--- src/rtl/lib_pkg.sv ---
// Shared types and constants for the instruction-fetch front end.
// Latency: none (types and helpers only).
// Backpressure: none (no datapath here).
package lib_pkg;

  typedef enum logic [1:0] {
    FS_INIT = 2'd0,
    FS_RUN  = 2'd1,
    FS_HALT = 2'd2
  } fetch_state_t;

  localparam int INST_BYTES = 4;

  // Saturating +1 for 32-bit event counters.
  function automatic logic [31:0] sat_inc32(input logic [31:0] v, input logic en);
    return (en && (v != 32'hFFFF_FFFF)) ? v + 32'd1 : v;
  endfunction

endpackage

--- src/rtl/fetch_fifo.sv ---
// Synchronous prefetch FIFO holding {pc, instruction} pairs, with a same-cycle flush.
// Latency: a push is visible at the head the cycle after it is written; no bypass path.
// Backpressure: none internally; the producer's credit accounting guarantees space for every push.
module fetch_fifo
  import lib_pkg::*;
#(
  parameter  int PW    = 64,
  parameter  int DEPTH = 4,
  localparam int PTRW  = $clog2(DEPTH),
  localparam int CNTW  = $clog2(DEPTH + 1)
) (
  input  logic            clk,
  input  logic            reset_n,
  input  logic            i_flush,
  input  logic            i_push,
  input  logic [PW-1:0]   i_push_dat,
  input  logic            i_pop,
  output logic            o_vld,
  output logic [PW-1:0]   o_dat,
  output logic [CNTW-1:0] o_cnt
);

  logic [PW-1:0]   r_mem [DEPTH];
  logic [PTRW-1:0] r_wr_ptr;
  logic [PTRW-1:0] r_rd_ptr;
  logic [CNTW-1:0] r_cnt;
  logic            w_pop;

  // Popping an empty queue is a no-op.
  assign w_pop = i_pop & (r_cnt != '0);

  // Storage write; a flush suppresses the write of that cycle.
  always_ff @(posedge clk or negedge reset_n) begin
    if (!reset_n) begin
      for (int i = 0; i < DEPTH; i++) r_mem[i] <= '0;
    end else if (i_push && !i_flush) begin
      r_mem[r_wr_ptr] <= i_push_dat;
    end
  end

  // Pointers and occupancy; flush empties the queue regardless of push/pop.
  always_ff @(posedge clk or negedge reset_n) begin
    if (!reset_n) begin
      r_wr_ptr <= '0;
      r_rd_ptr <= '0;
      r_cnt    <= '0;
    end else if (i_flush) begin
      r_wr_ptr <= '0;
      r_rd_ptr <= '0;
      r_cnt    <= '0;
    end else begin
      if (i_push) r_wr_ptr <= r_wr_ptr + PTRW'(1);
      if (w_pop)  r_rd_ptr <= r_rd_ptr + PTRW'(1);
      r_cnt <= r_cnt + CNTW'(i_push) - CNTW'(w_pop);
    end
  end

  assign o_vld = (r_cnt != '0);
  assign o_dat = r_mem[r_rd_ptr];
  assign o_cnt = r_cnt;

  // A push into a full queue means the upstream credit accounting is broken.
  assert property (@(posedge clk) disable iff (!reset_n)
    !(i_push && !i_flush && (r_cnt == CNTW'(DEPTH))));

endmodule

--- src/rtl/riscv_fetch_queue.sv ---
// Instruction-fetch front end: valid/ready imem port, in-order tag queue, prefetch FIFO, redirect flush.
// Latency: 1 cycle from imem response to inst_valid (no bypass); INIT spends one cycle before the first request.
// Backpressure: inst_ready low fills the FIFO; requests stop by credit (reads in flight + FIFO occupancy).
// Optional build macro FETCHQ_PERF_CNT_EN adds saturating perf_fetched/perf_dropped/perf_stall outputs.
module riscv_fetch_queue
  import lib_pkg::*;
#(
  parameter int WIDTH   = 32,
  parameter int IADDR   = 16,
  parameter int DEPTH   = 4,
  parameter int MAX_OUT = 2
) (
  input  logic             clk,
  input  logic             reset_n,
  input  logic [WIDTH-1:0] init_pc,
  input  logic             halt,
  input  logic             redirect,
  input  logic [WIDTH-1:0] redirect_pc,
  output logic             imem_req_valid,
  input  logic             imem_req_ready,
  output logic [IADDR-1:0] imem_addr,
  input  logic             imem_rsp_valid,
  input  logic [WIDTH-1:0] imem_rsp_data,
  output logic             inst_valid,
  input  logic             inst_ready,
  output logic [WIDTH-1:0] inst_data,
  output logic [WIDTH-1:0] inst_pc,
  output logic             busy
`ifdef FETCHQ_PERF_CNT_EN
  ,
  output logic [31:0]      perf_fetched,
  output logic [31:0]      perf_dropped,
  output logic [31:0]      perf_stall
`endif
);

  localparam int CW   = $clog2(MAX_OUT + 1);
  localparam int CNTW = $clog2(DEPTH + 1);
  localparam int TW   = (MAX_OUT > 1) ? $clog2(MAX_OUT) : 1;

  fetch_state_t     r_state;
  logic [WIDTH-1:0] r_pc;
  logic [CW-1:0]    r_out;
  logic [CW-1:0]    r_drop;
  logic [WIDTH-1:0] r_tag [MAX_OUT];
  logic [TW-1:0]    r_tag_rd;
  logic [TW-1:0]    r_tag_wr;

  logic [CNTW-1:0]    w_cnt;
  logic [2*WIDTH-1:0] w_head;
  logic               w_credit_ok;
  logic               w_fire;
  logic               w_redir;
  logic               w_rsp_stale;
  logic               w_rsp_live;
  logic               w_rsp_any;
  logic               w_push;
  logic               w_pop;
  logic [1:0]         w_unused_pc_lsb;

  function automatic logic [TW-1:0] tag_inc(input logic [TW-1:0] p);
    return (p == TW'(MAX_OUT - 1)) ? '0 : p + TW'(1);
  endfunction

  // Every read in flight (live or stale) holds a memory slot; every live read also reserves a FIFO slot.
  assign w_credit_ok = ((32'(r_out) + 32'(r_drop)) < 32'(MAX_OUT)) &&
                       ((32'(w_cnt) + 32'(r_out)) < 32'(DEPTH));
  assign imem_req_valid = (r_state == FS_RUN) & ~redirect & w_credit_ok;
  assign w_fire         = imem_req_valid & imem_req_ready;
  assign imem_addr      = r_pc[IADDR-1:0];

  // Halt beats redirect; redirect only acts while running.
  assign w_redir     = redirect & (r_state == FS_RUN) & ~halt;
  // Stale responses drain first because memory answers in order.
  assign w_rsp_stale = imem_rsp_valid & (r_drop != '0);
  assign w_rsp_live  = imem_rsp_valid & (r_drop == '0) & (r_out != '0);
  assign w_rsp_any   = w_rsp_stale | w_rsp_live;
  assign w_push      = w_rsp_live & ~w_redir;
  assign w_pop       = inst_valid & inst_ready;

  assign w_unused_pc_lsb = redirect_pc[1:0];

  // Fetch FSM and program counter.
  always_ff @(posedge clk or negedge reset_n) begin
    if (!reset_n) begin
      r_state <= FS_INIT;
      r_pc    <= '0;
    end else begin
      case (r_state)
        FS_INIT: begin
          r_pc    <= init_pc;
          r_state <= FS_RUN;
        end
        FS_RUN: begin
          if (halt) r_state <= FS_HALT;
          if (w_redir)     r_pc <= {redirect_pc[WIDTH-1:2], 2'b00};
          else if (w_fire) r_pc <= r_pc + WIDTH'(INST_BYTES);
        end
        default: r_state <= r_state;
      endcase
    end
  end

  // Live/stale read counters; on redirect every live read becomes stale.
  always_ff @(posedge clk or negedge reset_n) begin
    if (!reset_n) begin
      r_out  <= '0;
      r_drop <= '0;
    end else if (w_redir) begin
      r_out  <= '0;
      r_drop <= r_drop + r_out - CW'(w_rsp_any);
    end else begin
      r_out  <= r_out + CW'(w_fire) - CW'(w_rsp_live);
      r_drop <= r_drop - CW'(w_rsp_stale);
    end
  end

  // Tag ring remembering the PC of each live read; stale reads never consult it.
  always_ff @(posedge clk or negedge reset_n) begin
    if (!reset_n) begin
      for (int i = 0; i < MAX_OUT; i++) r_tag[i] <= '0;
      r_tag_rd <= '0;
      r_tag_wr <= '0;
    end else if (w_redir) begin
      r_tag_rd <= '0;
      r_tag_wr <= '0;
    end else begin
      if (w_fire) begin
        r_tag[r_tag_wr] <= r_pc;
        r_tag_wr        <= tag_inc(r_tag_wr);
      end
      if (w_rsp_live) r_tag_rd <= tag_inc(r_tag_rd);
    end
  end

  fetch_fifo #(
    .PW    (2 * WIDTH),
    .DEPTH (DEPTH)
  ) u_fifo (
    .clk        (clk),
    .reset_n    (reset_n),
    .i_flush    (w_redir),
    .i_push     (w_push),
    .i_push_dat ({r_tag[r_tag_rd], imem_rsp_data}),
    .i_pop      (w_pop),
    .o_vld      (inst_valid),
    .o_dat      (w_head),
    .o_cnt      (w_cnt)
  );

  assign inst_pc   = w_head[2*WIDTH-1:WIDTH];
  assign inst_data = w_head[WIDTH-1:0];
  assign busy      = ((r_out | r_drop) != '0);

`ifdef FETCHQ_PERF_CNT_EN
  logic [31:0] r_perf_fetched;
  logic [31:0] r_perf_dropped;
  logic [31:0] r_perf_stall;

  // Event counters: delivered-to-FIFO reads, discarded responses, decode stall cycles.
  always_ff @(posedge clk or negedge reset_n) begin
    if (!reset_n) begin
      r_perf_fetched <= '0;
      r_perf_dropped <= '0;
      r_perf_stall   <= '0;
    end else begin
      r_perf_fetched <= sat_inc32(r_perf_fetched, w_push);
      r_perf_dropped <= sat_inc32(r_perf_dropped, imem_rsp_valid & ~w_push);
      r_perf_stall   <= sat_inc32(r_perf_stall, inst_valid & ~inst_ready);
    end
  end

  assign perf_fetched = r_perf_fetched;
  assign perf_dropped = r_perf_dropped;
  assign perf_stall   = r_perf_stall;
`endif

endmodule

--- config.mk ---
export PLATFORM = sky130hd
export DESIGN_NAME = riscv_fetch_queue
export DESIGN_NICKNAME = d
export VERILOG_FILES = /design/src/rtl/lib_pkg.sv /design/src/rtl/fetch_fifo.sv /design/src/rtl/riscv_fetch_queue.sv
export SDC_FILE = /design/constraint.sdc
export NUM_CORES = 1
export LEC_CHECK = 0
export CORE_MARGIN = 10
export CORE_UTILIZATION = 40
export CTS_CLUSTER_DIAMETER = 40
export DETAILED_ROUTE_END_ITERATION = 10
export PLACE_DENSITY = 0.7
export SLEW_MARGIN = 10
export SYNTH_ARGS = -nofsm -noshare
export SYNTH_HDL_FRONTEND = slang
export SYNTH_SLANG_ARGS = --single-unit
--- constraint.sdc ---
create_clock -name clk -period 3.1 [get_ports clk]
set_input_delay 0.775 -clock clk [delete_from_list [all_inputs] [get_ports clk]]
set_output_delay 0.775 -clock clk [all_outputs]
set_load 0.01 [all_outputs]
==> run_summary.xml, run 1 <==
<?xml version="1.0" encoding="UTF-8"?>
<metrics>
  <group name="run_status">
    <metric name="outcome" unit="">complete, no violations</metric>
  </group>
  <group name="setup_path">
    <metric name="critPathSlowestCell" unit="">sky130_fd_sc_hd__mux4_2</metric>
    <metric name="rr_startpoint" unit="">r_out[0]</metric>
    <metric name="r2r_setup_slack" unit="ps">580</metric>
    <metric name="end_kind" unit="">output pin</metric>
    <metric name="worstSetupStartpointType" unit="">flop</metric>
    <metric name="crit_fanout" unit="">3</metric>
    <metric name="timing.setup.critical_path_class" unit="">flop to output pin</metric>
    <metric name="cell_with_the_most_instances_on_the_worst_path" unit="">sky130_fd_sc_hd__buf_4</metric>
    <metric name="critical_path_required" unit="ps">2320</metric>
    <metric name="reg2reg_depth" unit="">7</metric>
    <metric name="slowest_delay" unit="ps">540</metric>
    <metric name="cp_cell_instances" unit="">buf_4, buf_4, mux4_2, dlygate4sd2_1</metric>
    <metric name="worstReg2RegEnd" unit="">r_pc[24]</metric>
    <metric name="worst_ep_arrival_time" unit="ps">2250</metric>
  </group>
  <group name="logic_synthesis">
    <metric name="synth_cells" unit="">1357</metric>
    <metric name="synth-async-reset-ratio" unit="%">100.0</metric>
    <metric name="synth.top_cell.area_share" unit="%">54.74</metric>
    <metric name="synth_area" unit="um2">16780</metric>
    <metric name="yosys.area.top_type" unit="">sky130_fd_sc_hd__dfrtp_1</metric>
    <metric name="post_synth_and_or_nand_nor_area_fraction" unit="%">7.852</metric>
    <metric name="post_synth_mux_area_share" unit="%">23.56</metric>
    <metric name="syn-mean-instance-area" unit="um2">12.36</metric>
    <metric name="flops_latches_synth" unit="">367</metric>
    <metric name="ys.flop_type" unit="">sky130_fd_sc_hd__dfrtp_1</metric>
    <metric name="post_synth_num_cell_types" unit="">58</metric>
    <metric name="synth_compound_gate_area_share" unit="%">8.188</metric>
    <metric name="synth_sequential_area_ratio" unit="%">54.74</metric>
    <metric name="synth.yosys.warnings" unit="">0</metric>
    <metric name="post_synth_xor_area_fraction" unit="%">1.096</metric>
    <metric name="largest_family_of_logic_cells_by_synthesized_area" unit="">multiplexers</metric>
    <metric name="synth.top_cells.by_area" unit="">sky130_fd_sc_hd__dfrtp_1 (55%), sky130_fd_sc_hd__mux2_2 (13%), sky130_fd_sc_hd__mux4_2 (8.6%)</metric>
    <metric name="adder_and_majority_cell_fraction_of_the_synthesized_area" unit="%">1.283</metric>
    <metric name="synth_enable_flop_cells" unit="">0</metric>
    <metric name="synthesis.nets" unit="">1476</metric>
  </group>
  <group name="power_and_ir_drop">
    <metric name="p_leak" unit="nW">9.795</metric>
    <metric name="fin_total_pwr" unit="mW">18.59</metric>
    <metric name="power.density" unit="nW/um2">862.7</metric>
    <metric name="irDropWorstVdd" unit="uV">492.1</metric>
  </group>
  <group name="flow_run">
    <metric name="cap_violations" unit="">0</metric>
  </group>
  <group name="clock_tree">
    <metric name="cts.htree.levels" unit="">2</metric>
    <metric name="cts_inserted_buffers" unit="">57</metric>
    <metric name="cts_root_buffer" unit="">sky130_fd_sc_hd__clkbuf_16</metric>
    <metric name="max-clock-path-buffers" unit="">3</metric>
    <metric name="tritoncts_clock_tree" unit="">built</metric>
    <metric name="cts.sinks" unit="">367</metric>
    <metric name="latest_clock_arrival_within_the_worst_skew_pair" unit="ps">610</metric>
    <metric name="cts.reportedPaths.clkPinSlew" unit="ps">50</metric>
  </group>
  <group name="drt">
    <metric name="detail_route.iter0.violations" unit="">784</metric>
    <metric name="met2RoutedLength" unit="mm">19.52</metric>
    <metric name="met3WireLength" unit="mm">3.263</metric>
    <metric name="finalWirelength" unit="mm">41.52</metric>
    <metric name="wl_met1" unit="mm">18.07</metric>
    <metric name="drc_errors" unit="">0</metric>
    <metric name="wire_per_inst" unit="um">19.46</metric>
    <metric name="dr.max_layer_used" unit="">met4</metric>
    <metric name="viasPerCell" unit="">5.385</metric>
    <metric name="drt_first_pass_iters" unit="">5</metric>
    <metric name="route.vias.total" unit="">11492</metric>
    <metric name="final_antenna_net_count" unit="">0</metric>
  </group>
  <group name="floorplanning">
    <metric name="ios" unit="">186</metric>
    <metric name="die_x" unit="um">224.8</metric>
    <metric name="initial_core_util" unit="%">40.81</metric>
    <metric name="die_area" unit="um2">50540</metric>
    <metric name="die_h" unit="um">224.8</metric>
    <metric name="core-area" unit="um2">41110</metric>
    <metric name="num_rows" unit="">74</metric>
  </group>
  <group name="placement">
    <metric name="globalplace.congestion" unit="">0.8596</metric>
    <metric name="placed_cells_incl_taps" unit="">2020</metric>
    <metric name="portBuffers" unit="">183</metric>
    <metric name="dp.final_hpwl" unit="mm">27.76</metric>
    <metric name="pre_cts_ws" unit="ps">-118.0</metric>
  </group>
  <group name="timing">
    <metric name="clock-skew-final" unit="ps">27.03</metric>
    <metric name="hold_violations" unit="">0</metric>
    <metric name="finalSetupViolations" unit="">0</metric>
    <metric name="min_period_over_period" unit="%">97.55</metric>
    <metric name="timing.final.ws_setup" unit="ps">76.09</metric>
    <metric name="setup_total_negative_slack" unit="ps">0</metric>
    <metric name="minimum_clock_period_after_layout" unit="ps">3024</metric>
    <metric name="max-slew-margin-rel" unit="%">57.69</metric>
    <metric name="fmax" unit="GHz">0.3307</metric>
    <metric name="maxSlewViolCount" unit="">0</metric>
    <metric name="transition_time_of_the_tightest_slew_check_pin" unit="ps">634.6</metric>
    <metric name="unrepaired_setup_endpoints_after_global_routing" unit="">yes</metric>
  </group>
  <group name="global_routing">
    <metric name="global_routing_usage_summed_across_all_routing_layers" unit="%">16.58</metric>
    <metric name="grt_pass1_vias" unit="">12255</metric>
    <metric name="wire_length_of_the_first_global_routing_pass" unit="mm">67.21</metric>
    <metric name="pin_count_of_the_biggest_net_entering_global_routing" unit="">80</metric>
    <metric name="overflow" unit="">0</metric>
    <metric name="number_of_antenna_violations_at_the_first_check_in_global_routing" unit="">0</metric>
  </group>
  <group name="cells_and_area">
    <metric name="design.final.nets" unit="">1674</metric>
    <metric name="total_area_of_multi_input_combinational_cells" unit="um2">7096</metric>
    <metric name="filler_cell_count" unit="">3472</metric>
    <metric name="area.growth.synth_to_final" unit="%">28.42</metric>
    <metric name="utilization" unit="%">52.41</metric>
    <metric name="final_cells" unit="">2134</metric>
    <metric name="antenna_cells_inserted" unit="">0</metric>
    <metric name="ff_latch_area" unit="um2">9190</metric>
    <metric name="final_layout_size_suffix_gt1_share" unit="%">27.84</metric>
  </group>
  <group name="hold_path">
    <metric name="hold_class" unit="">input port to asynchronous set/reset pin</metric>
  </group>
</metrics>
-- cells in the mapped netlist, types with 3 or more instances --
| cell | instances |
|---|---|
| sky130_fd_sc_hd__a211oi_1 | 7 |
| sky130_fd_sc_hd__a21oi_1 | 37 |
| sky130_fd_sc_hd__a311o_1 | 3 |
| sky130_fd_sc_hd__a31oi_1 | 5 |
| sky130_fd_sc_hd__a41oi_1 | 3 |
| sky130_fd_sc_hd__and3_1 | 4 |
| sky130_fd_sc_hd__buf_1 | 21 |
| sky130_fd_sc_hd__buf_2 | 13 |
| sky130_fd_sc_hd__buf_4 | 16 |
| sky130_fd_sc_hd__clkbuf_1 | 58 |
| sky130_fd_sc_hd__dfrtp_1 | 367 |
| sky130_fd_sc_hd__ha_1 | 14 |
| sky130_fd_sc_hd__inv_1 | 16 |
| sky130_fd_sc_hd__mux2_2 | 192 |
| sky130_fd_sc_hd__mux2i_1 | 35 |
| sky130_fd_sc_hd__mux4_2 | 64 |
| sky130_fd_sc_hd__nand2_1 | 160 |
| sky130_fd_sc_hd__nand2b_1 | 3 |
| sky130_fd_sc_hd__nand3_1 | 14 |
| sky130_fd_sc_hd__nand4_1 | 8 |
| sky130_fd_sc_hd__nor2_1 | 57 |
| sky130_fd_sc_hd__nor2b_1 | 10 |
| sky130_fd_sc_hd__nor3_1 | 13 |
| sky130_fd_sc_hd__nor3b_1 | 7 |
| sky130_fd_sc_hd__nor4_1 | 3 |
| sky130_fd_sc_hd__o211ai_1 | 3 |
| sky130_fd_sc_hd__o21ai_0 | 148 |
| sky130_fd_sc_hd__o22ai_1 | 3 |
| sky130_fd_sc_hd__o31ai_1 | 7 |
| sky130_fd_sc_hd__or3_1 | 5 |
| sky130_fd_sc_hd__or4_1 | 3 |
| sky130_fd_sc_hd__xnor2_1 | 12 |
| sky130_fd_sc_hd__xor2_1 | 9 |
-- power by group --
part	internal [mW]	total [mW]	leakage, nW	switching (mW)
sequential	5.91	6.72	4.87	0.814
combinational	3.03	5.41	3.97	2.39
clock	4.04	6.45	0.961	2.41
total	13.0	18.6	9.79	5.61
-- cells in the final DEF (no fill, tap or decap), types with 5 or more instances in the layout --
master and instances:
sky130_fd_sc_hd__dfrtp_1 364, sky130_fd_sc_hd__mux2_2 192, sky130_fd_sc_hd__nand2_1 156, sky130_fd_sc_hd__o21ai_0 148, sky130_fd_sc_hd__clkdlybuf4s50_1 117, sky130_fd_sc_hd__mux4_2 64, sky130_fd_sc_hd__clkbuf_16 58, sky130_fd_sc_hd__dlygate4sd2_1 58
sky130_fd_sc_hd__nor2_1 56, sky130_fd_sc_hd__buf_4 42, sky130_fd_sc_hd__a21oi_1 37, sky130_fd_sc_hd__mux2i_1 35, sky130_fd_sc_hd__buf_12 20, sky130_fd_sc_hd__inv_1 16, sky130_fd_sc_hd__nand3_1 14, sky130_fd_sc_hd__ha_1 14
sky130_fd_sc_hd__xnor2_1 12, sky130_fd_sc_hd__nor3_1 11, sky130_fd_sc_hd__clkbuf_8 11, sky130_fd_sc_hd__nor2b_1 10, sky130_fd_sc_hd__xor2_1 9, sky130_fd_sc_hd__nand4_1 8, sky130_fd_sc_hd__clkinv_4 8, sky130_fd_sc_hd__nor3b_1 7
sky130_fd_sc_hd__a211oi_1 7, sky130_fd_sc_hd__o31ai_1 7, sky130_fd_sc_hd__inv_6 7, sky130_fd_sc_hd__clkinvlp_4 6, sky130_fd_sc_hd__or3_1 5, sky130_fd_sc_hd__a31oi_1 5, sky130_fd_sc_hd__clkbuf_1 5
-- logic make-up (layout without fill, tap and decap cells) --
family          count (synthesis)  after routing
mux                           291            291
buf+inv                       126            371
simple gates                  295            295
compound gates                241            241
xor+xnor                       21             21
flops                         367            367
fa+ha+maj                      16             16
-- cell type report --
type                    instances  share of cell area, %
well taps                     532                  3.089
multi-input cells             864                  32.93
clock inverters                33                  1.858
clock buffers                  73                  7.410
repair buffers                248                  11.76
flip-flops and latches        367                  42.65
inverters                      17                 0.2962
-- how the worst max path moves through the flow --
stage | startpoint | end | slack (ps) | cells past startpoint
after global routing | u_fifo.r_rd_ptr[0] | inst_pc[12] | -20 | 4
after global placement | halt | u_fifo.o_cnt[2] | -120 | 12
after CTS | r_out[0] | imem_req_valid | 0.07 | 6
after floorplan | halt | u_fifo.o_cnt[2] | 400 | 11
final | u_fifo.r_rd_ptr[0] | inst_data[4] | 80 | 4
after detailed placement | halt | u_fifo.o_cnt[2] | -120 | 12
-- registers in the layout (all words and copies together) (netlist names) --
name and cells:
r_out 2, u_fifo.r_rd_ptr 2, r_drop 2, r_state 2, r_tag_wr 1, u_fifo.r_mem 256
u_fifo.r_wr_ptr 2, r_pc 32, u_fifo.o_cnt 3, r_tag_rd 1, r_tag 64
-- metrics by stage --
step	hold WS (ps)	instance area [um2]
floorplan	444.6	16780
global placement	455.4	19500
detailed placement	468.2	19500
CTS	164.0	21500
global route	195.1	21550
finish	174.3	21550
-- layer usage --
metal	track usage (%)	up-vias
met2	26.54	340
met3	5.517	52
met5	0	-
met4	4.299	0
met1	21.24	5802
li1	-	5298
-- repair_timing --
| item | in CTS | in global routing |
|---|---|---|
| endpoints found under the setup margin | 65 | 13 |
| cloned | 1 | 1 |
| buffers inserted | 4 | 2 |
| hold buffers | 0 | 0 |
| gates resized for setup | 68 | 13 |
| pin swaps | 1 | 0 |
-- critical path, delay by kind of cell, from the launching register on --
kind / cells / cell delay, ps
muxes: 1 / 540
DFF: 1 / 460
buffers and inverters: 3 / 640
(Power assumes the default switching activity.)
==> run 2, diff against run 1 <==
CELL_PAD_IN_SITES_DETAIL_PLACEMENT = 1   (was default)
CELL_PAD_IN_SITES_GLOBAL_PLACEMENT = 1   (was default)
PLACE_DENSITY = 0.81   (was 0.7)
==> run 2 against run 1 <==
Compared with the run above:
- clock power up 22%
- critical endpoint is now inst_data[21]
- sequential share of layout area down 0.94 points
- via count up 4.2%
- largest power group is now the clock network
- core utilization grew 1.2 points
==> run_summary.xml, run 2 (same netlist as run 1, synthesis figures left out) <==
<?xml version="1.0" encoding="UTF-8"?>
<metrics>
  <group name="floorplanning">
    <metric name="num_rows" unit="">74</metric>
    <metric name="die_h" unit="um">224.8</metric>
    <metric name="core-area" unit="um2">41110</metric>
    <metric name="die_x" unit="um">224.8</metric>
    <metric name="initial_core_util" unit="%">40.81</metric>
    <metric name="ios" unit="">186</metric>
    <metric name="die_area" unit="um2">50540</metric>
  </group>
  <group name="timing">
    <metric name="minimum_clock_period_after_layout" unit="ps">3031</metric>
    <metric name="clock-skew-final" unit="ps">34.24</metric>
    <metric name="maxSlewViolCount" unit="">0</metric>
    <metric name="fmax" unit="GHz">0.3299</metric>
    <metric name="transition_time_of_the_tightest_slew_check_pin" unit="ps">898.0</metric>
    <metric name="min_period_over_period" unit="%">97.79</metric>
    <metric name="finalSetupViolations" unit="">0</metric>
    <metric name="timing.final.ws_setup" unit="ps">68.52</metric>
    <metric name="hold_violations" unit="">0</metric>
    <metric name="unrepaired_setup_endpoints_after_global_routing" unit="">yes</metric>
    <metric name="max-slew-margin-rel" unit="%">40.13</metric>
  </group>
  <group name="global_routing">
    <metric name="overflow" unit="">0</metric>
    <metric name="pin_count_of_the_biggest_net_entering_global_routing" unit="">81</metric>
    <metric name="global_routing_usage_summed_across_all_routing_layers" unit="%">19.61</metric>
    <metric name="number_of_antenna_violations_at_the_first_check_in_global_routing" unit="">0</metric>
    <metric name="grt_pass1_vias" unit="">13645</metric>
    <metric name="wire_length_of_the_first_global_routing_pass" unit="mm">78.75</metric>
  </group>
  <group name="clock_tree">
    <metric name="max-clock-path-buffers" unit="">3</metric>
    <metric name="cts_inserted_buffers" unit="">66</metric>
    <metric name="tritoncts_clock_tree" unit="">built</metric>
    <metric name="latest_clock_arrival_within_the_worst_skew_pair" unit="ps">590</metric>
    <metric name="cts_root_buffer" unit="">sky130_fd_sc_hd__clkbuf_16</metric>
    <metric name="cts.sinks" unit="">367</metric>
    <metric name="cts.htree.levels" unit="">3</metric>
    <metric name="cts.reportedPaths.clkPinSlew" unit="ps">60</metric>
    <metric name="cts_hold_repair.buffers" unit="">0</metric>
  </group>
  <group name="cells_and_area">
    <metric name="final_std_cell_area_no_fill" unit="um2">22030</metric>
    <metric name="most_frequent_cells_in_the_layout" unit="">sky130_fd_sc_hd__dfrtp_1 (364), sky130_fd_sc_hd__mux2_2 (192), sky130_fd_sc_hd__nand2_1 (156)</metric>
    <metric name="total_area_of_multi_input_combinational_cells" unit="um2">7093</metric>
    <metric name="biggestRegsByFlops" unit="">u_fifo.r_mem (256), r_tag (64), r_pc (32)</metric>
    <metric name="largest_register" unit="">u_fifo.r_mem</metric>
    <metric name="largest_register_ffs" unit="">256</metric>
    <metric name="ff_latch_area" unit="um2">9190</metric>
    <metric name="final_layout_size_suffix_gt1_share" unit="%">28.25</metric>
    <metric name="utilization" unit="%">53.60</metric>
    <metric name="layout.cells.most_common" unit="">sky130_fd_sc_hd__dfrtp_1</metric>
    <metric name="design.final.nets" unit="">1680</metric>
    <metric name="filler_cell_count" unit="">4123</metric>
    <metric name="antenna_cells_inserted" unit="">0</metric>
    <metric name="final_cells" unit="">2146</metric>
    <metric name="area.growth.synth_to_final" unit="%">31.32</metric>
  </group>
  <group name="placement">
    <metric name="placedInstanceArea" unit="um2">19480</metric>
    <metric name="dp.final_hpwl" unit="mm">30.97</metric>
    <metric name="pre_cts_ws" unit="ps">-168.3</metric>
    <metric name="placed_cells_incl_taps" unit="">2013</metric>
    <metric name="portBuffers" unit="">183</metric>
    <metric name="globalplace.congestion" unit="">0.8440</metric>
  </group>
  <group name="setup_path">
    <metric name="worstSetupStartpointType" unit="">flop</metric>
    <metric name="end_kind" unit="">output pin</metric>
    <metric name="cp_cell_instances" unit="">buf_12, buf_12, buf_16, mux4_2, dlygate4sd2_1</metric>
    <metric name="slowest_delay" unit="ps">510</metric>
    <metric name="crit_fanout" unit="">11</metric>
    <metric name="worst-path-buf-inv" unit="">4</metric>
    <metric name="critical_path_required" unit="ps">2320</metric>
    <metric name="worst_ep_arrival_time" unit="ps">2260</metric>
    <metric name="critical_path_depth" unit="">5</metric>
    <metric name="cell_with_the_most_instances_on_the_worst_path" unit="">sky130_fd_sc_hd__buf_12</metric>
    <metric name="critPathSlowestCell" unit="">sky130_fd_sc_hd__dfrtp_4</metric>
    <metric name="cp_top_family" unit="">buffers and inverters</metric>
    <metric name="reg2reg_depth" unit="">10</metric>
    <metric name="timing.setup.critical_path_class" unit="">flop to output pin</metric>
  </group>
  <group name="run_status">
    <metric name="outcome" unit="">complete, no violations</metric>
  </group>
  <group name="drt">
    <metric name="finalWirelength" unit="mm">49.18</metric>
    <metric name="drt_first_pass_iters" unit="">5</metric>
    <metric name="route.vias.total" unit="">11978</metric>
    <metric name="drc_errors" unit="">0</metric>
    <metric name="viasPerCell" unit="">5.582</metric>
    <metric name="wire_per_inst" unit="um">22.92</metric>
    <metric name="detail_route.iter0.violations" unit="">711</metric>
    <metric name="final_antenna_net_count" unit="">0</metric>
  </group>
  <group name="power_and_ir_drop">
    <metric name="p_leak" unit="nW">10.10</metric>
    <metric name="irDropWorstVdd" unit="uV">464.4</metric>
    <metric name="fin_total_pwr" unit="mW">20.33</metric>
    <metric name="power.density" unit="nW/um2">922.9</metric>
  </group>
  <group name="flow_run">
    <metric name="cap_violations" unit="">0</metric>
  </group>
  <group name="hold_path">
    <metric name="hold_class" unit="">input port to asynchronous set/reset pin</metric>
  </group>
</metrics>
run 2: final timing paths:
| path | startpoint | end | slack [ps] |
|---|---|---|---|
| max | u_fifo.r_rd_ptr[0] | inst_data[21] | 70 |
| min | reset_n | u_fifo.r_mem[198] | 180 |
| max reg2reg | r_out[0] | r_out[1] | 420 |
| min reg2reg | u_fifo.r_mem[32] | u_fifo.r_mem[32] | 480 |
| max in group asynchronous | reset_n | u_fifo.r_mem[28] | 2040 |
| min in group clk | u_fifo.r_mem[32] | u_fifo.r_mem[32] | 480 |
run 2: worst reg2reg max path, stage by stage, from the launching register on:
cell                      delay (ps)
sky130_fd_sc_hd__dfrtp_1         370
sky130_fd_sc_hd__and2_1          170
sky130_fd_sc_hd__fa_1            500
sky130_fd_sc_hd__nor3b_1         340
sky130_fd_sc_hd__nand4_1         190
sky130_fd_sc_hd__ha_1            320
sky130_fd_sc_hd__inv_1            50
sky130_fd_sc_hd__ha_1            190
sky130_fd_sc_hd__xnor2_1         210
sky130_fd_sc_hd__xnor2_1         140
sky130_fd_sc_hd__nor2_1           60
run 2: stage by stage:
stage	TNS [ps]	hold WS [ps]
6_report	0	179.1
5_1_grt	-10.39	213.7
4_1_cts	0	203.0
3_5_place_dp	-168.3	468.2
3_3_place_gp	-193.4	455.5
2_1_floorplan	0	444.6
run 2: routing by layer:
layer | track usage [%] | share of wire (%) | vias up
met5 | 0 | 0 | -
met3 | 4.841 | 5.5 | 84
met1 | 24.51 | 43 | 6256
met4 | 5.637 | 2.2 | 0
li1 | - | - | 5302
met2 | 33.13 | 49 | 336
run 2: timing repair:
action	CTS	global route
buffers inserted	10	0
gates cloned	1	1
gates resized for setup	67	10
setup endpoints to repair	62	12
pin swaps	1	0
run 2: final cells by class:
cell class | instances | share of cell area, %
Clock buffer | 77 | 8.109
Sequential cell | 367 | 41.71
Tap cell | 532 | 3.021
Inverter | 17 | 0.2896
Timing Repair Buffer | 245 | 11.81
Clock inverter | 44 | 2.873
Multi-Input combinational cell | 864 | 32.19
run 2: power breakdown:
part	internal [mW]	switching, mW	total, mW
sequential	5.91	0.952	6.87
combinational	3.05	2.56	5.61
clock	5.20	2.66	7.86
total	14.2	6.17	20.3
